`src/rtl/alu_reg_file.sv`:
```
// alu_reg_file: register file and flag register sitting in front of the ALU.
// Two combinational read ports feed in_a/in_b. One synchronous write port takes the ALU result.
// A 3-bit flag register captures the ALU flags {overflow, negative, zero}.
// Optional macro ALU_REG_FILE_BYPASS_EN forwards same-cycle write data to matching read ports.
module alu_reg_file #(
   parameter  int BW    = 16,
   parameter  int NREGS = 8,
   localparam int AW    = $clog2(NREGS)
) (
   input  logic          clk,
   input  logic          rst,
   input  logic          wr_en,
   input  logic [AW-1:0] wr_addr,
   input  logic [BW-1:0] wr_data,
   input  logic [AW-1:0] rd_a_addr,
   input  logic [AW-1:0] rd_b_addr,
   output logic [BW-1:0] rd_a,
   output logic [BW-1:0] rd_b,
   input  logic          flags_en,
   input  logic [2:0]    flags_in,
   output logic [2:0]    flags_q
);

   logic [BW-1:0] mem [NREGS];
   logic          wr_in_range;
   logic          rd_a_in_range;
   logic          rd_b_in_range;

   // Address decode; with a power-of-two NREGS these are constant true.
   always_comb begin
      wr_in_range   = int'(wr_addr)   < NREGS;
      rd_a_in_range = int'(rd_a_addr) < NREGS;
      rd_b_in_range = int'(rd_b_addr) < NREGS;
   end

   // Register array: reset clears every entry; writes to unmapped addresses are dropped.
   always_ff @(posedge clk) begin
      if (rst) begin
         for (int i = 0; i < NREGS; i++) begin
            mem[i] <= '0;
         end
      end else if (wr_en && wr_in_range) begin
         mem[wr_addr] <= wr_data;
      end
   end

   // Flag register: loads independently of register writes.
   always_ff @(posedge clk) begin
      if (rst) begin
         flags_q <= 3'b000;
      end else if (flags_en) begin
         flags_q <= flags_in;
      end
   end

   // Read ports: stored contents, unmapped addresses read zero, optional write forwarding.
   always_comb begin
      rd_a = '0;
      rd_b = '0;
      if (rd_a_in_range) begin
         rd_a = mem[rd_a_addr];
      end
      if (rd_b_in_range) begin
         rd_b = mem[rd_b_addr];
      end
`ifdef ALU_REG_FILE_BYPASS_EN
      if (wr_en && !rst && wr_in_range && (rd_a_addr == wr_addr)) begin
         rd_a = wr_data;
      end
      if (wr_en && !rst && wr_in_range && (rd_b_addr == wr_addr)) begin
         rd_b = wr_data;
      end
`endif
   end

endmodule

```
`config.mk`:
```
export PLATFORM = sky130hd
export DESIGN_NAME = alu_reg_file
export DESIGN_NICKNAME = d
export VERILOG_FILES = /design/src/rtl/alu_reg_file.sv
export SDC_FILE = /design/constraint.sdc
export NUM_CORES = 1
export LEC_CHECK = 0
export CAP_MARGIN = 10
export CORE_ASPECT_RATIO = 1.5
export CORE_UTILIZATION = 52
export CTS_CLUSTER_SIZE = 28
export DETAILED_ROUTE_END_ITERATION = 8
export PLACE_DENSITY = 0.84
export SYNTH_ARGS = -nofsm -noshare
export SYNTH_HDL_FRONTEND = slang
export SYNTH_SLANG_ARGS = --single-unit
export TNS_END_PERCENT = 10
```
`constraint.sdc`:
```
create_clock -name clk -period 2.4 [get_ports clk]
set_input_delay 0.24 -clock clk [delete_from_list [all_inputs] [get_ports clk]]
set_output_delay 0.24 -clock clk [all_outputs]
set_load 0.1 [all_outputs]
```
==> results.md <==
* CP max-delay cell: mux4_1
* DP HPWL at approximately 10 mm
* Fin crit share at 89.5%
* Synth area leader: edfxtp_1
* Final Hold Fails at 0
* ANT nets after route at 0
* Startpoint types: flop
* Synth cell types at 20
* Min cycle time layout at around 2.1 ns
* R2R depth at 2
* Synth warn at 0
* Core Rows at a little over 50
* CTS sink count at 131
* Layout cell share with drive strength beyond 1 at roughly a quarter
* Post-synthesis adder-cell area fraction at 0%
* Worst Hold Class: input pin to flop
* CTS Buffer Depth at 2
* Register clock-pin slew on the reported worst setup and hold paths at ~0.06 ns
* Share of the synthesized area in the top cell type at a little over half
* Die X at between 90 and 100 um
* CP Capture Type: output port
* Most frequent cells in the layout: 128 x nor3_1, 128 x edfxtp_1, 56 x mux4_1
* Routed Wire Length at 17.8 mm
* FMAX at around 0.47 GHz
* Hold Buf Count CTS at 0
* Worst reg-to-reg setup slack at 1.79 ns
* GRT Total Usage at between 20% and 30%
* Post-Syn Area at about 0.007 mm^2
* CTS resizes at 0
* Gate Count Post-Synth at 440
* Headroom to the max-slew limit at between 60% and 70%
* Setup tns final at 0 ns
* Avg WL per Cell at between 20 and 30 um
* Worst VDD drop at about 0.54 mV
* Worst path max stage delay at around 0.55 ns
* Post-synthesis compound-gate area fraction at less than 1%
* Initial DRC Count at 420
* IO buf count at 66
* Cells along the critical path: mux4_1 -> mux2_2 -> buf_12
* Final setup skew at 0 ns
* Setup violators final at 0
* Power, Total at roughly 7.2 mW
* # H-tree levels at 4
* Sequential cell area fraction in the yosys report at 55.7%
* RSZ-0062 raised after global routing: false
* First-pass GRT wire length at between 20 and 30 mm
* Grt ovf at 0
* Vias per cell at 6.80
* 1st-pass router iterations at 5
* Mapped Nets at approximately 470
* Core area at 0.0131 mm^2
* Req. time, crit path at approximately 2.2 ns
* Die ar. at 0.0140 mm^2
* Clock root buffer: clkbuf_16
* Setup bufs post-CTS at 0
* Largest delay contributor family on the critical path: multiplexers
* Gpl congestion at around 0.77
* Power Dens Cells at just over 800 mW/mm^2
* Hold Startpoint: flags_in[0]
* Worst-Margin Slew at around 0.52 ns
* Max-Cap Viols at 0
* Initial Util at a little over half
* Buf/Inv on CP at 1
* Post-Synth XOR/XNOR Area at 0%
* Residual DRC at 0
* Post-Route Utilization at around two thirds
* WHS Endpoint: flags_q[0]
* Largest family of logic cells by synthesized area: multiplexers
* CTS Buf Count at 17
* Num ports at 67
* Initial antenna violation count at 0
* Final Slew Violations at 0
* Area grow syn2layout at 26.5%
* Launch point of the worst reg-to-reg path: flags_q[1]
* Hold path depth at 3
* Avg Inst Size Synth at approximately 16 um^2
* Leakage at just over 3 nW
* Vias in the first global route at roughly 4600
* Arrival @ worst endpoint at about 1.9 ns
* Die Y at 144 um
* Antenna cell count at 0
* CTS tree: yes
* Cell depth of the worst setup path at 3
* Mux cell area share after synthesis at 29.1%
* Yosys reg bits at 131
* Status: complete, no violations
* DR vias at 4580
* Synth Area in Simple Gates at around 9.9%
* Pin count of the biggest net entering global routing at between 50 and 60
* Setup CP Type: flop to output port
* Critical path peak fanout at 2
* Nets@finish at 534
* Reg2reg end: flags_q[1]
* Clock latency on the worst-skew pair at between 0.4 and 0.5 ns
* Top post-synthesis cells by area: edfxtp_1 55%, mux4_1 21%, nor3_1 9.1%
layer usage:
layer  vias to the layer above  wire length, um  share of wire [%]  track usage [%]
met1                      2285             6450                 36             31.1
met2                       288             9310                 52             45.4
li1                       1959                -                  -                -
met4                         0              607                3.4             14.8
met5                         -                0                  0                0
met3                        48             1400                7.9             6.19
sequential cells by signal, summed over array words and instances, names as in the netlist:
register	count
flags_q	3
mem	128
layout make-up:
class / instances / area [um^2]
multi-input combinational: 244 / 2790
clock buffer: 20 / 437
tap: 159 / 199
inverter: 16 / 60.1
clock inverter: 12 / 210
timing repair buffer: 92 / 1260
fill: 819 / 4220
sequential: 131 / 3900
worst max-delay path by stage:
stage | start | end | slack, ns
floorplan | wr_addr[1] | mem[0][0] | 0.13
global placement | wr_en | mem[1][7] | 0.29
detailed placement | wr_en | mem[5][5] | 0.23
CTS | mem[3][8] | rd_a[8] | 0.25
global route | mem[3][6] | rd_a[6] | 0.19
finish | mem[6][8] | rd_a[8] | 0.25
per-stage QoR:
| stage | setup WS [ns] | instance area [um^2] | instances | hold slack [ns] |
|---|---|---|---|---|
| 2_1_floorplan | 0.129 | 7010 | 440 | 0.387 |
| 3_3_place_gp | 0.293 | 8210 | 642 | 0.484 |
| 5_1_grt | 0.194 | 8860 | 674 | 0.472 |
| 4_1_cts | 0.251 | 8860 | 674 | 0.445 |
| 3_5_place_dp | 0.229 | 8210 | 642 | 0.496 |
| 6_report | 0.251 | 8860 | 674 | 0.441 |
worst register-to-register path: cells and delay by family, from the launching register on:
kind             cells  cell delay [ns]
and+or+nand+nor      1             0.06
muxes                1             0.12
DFF                  1             0.32
report_power, final:
group / switching [mW] / internal [mW] / total [mW]
sequential: 0.0703 / 2.66 / 2.73
clock: 0.939 / 1.93 / 2.87
combinational: 1.01 / 0.639 / 1.64
synthesized netlist by cell type:
cell type  number
edfxtp_1      128
nor3_1        128
mux4_1         56
mux2_2         32
clkbuf_1       30
clkinv_1       16
buf_6           8
mux4_2          8
o21bai_1        8
buf_1           6
buf_2           3
dfxtp_1         3
mux2i_1         3
nor2_1          3
clkbuf_2        2
nand2b_1        2
nand2_1         1
nand3b_1        1
or2_2           1
or3b_1          1
cell families (layout without fill, tap and decap cells):
| group | after synthesis | in the layout |
|---|---|---|
| DFF | 131 | 131 |
| and+or+nand+nor | 137 | 137 |
| buffers and inverters | 65 | 140 |
| AOI/OAI and AO/OA | 8 | 8 |
| muxes | 99 | 99 |
No activity file was read; power rests on OpenSTA's default activity.
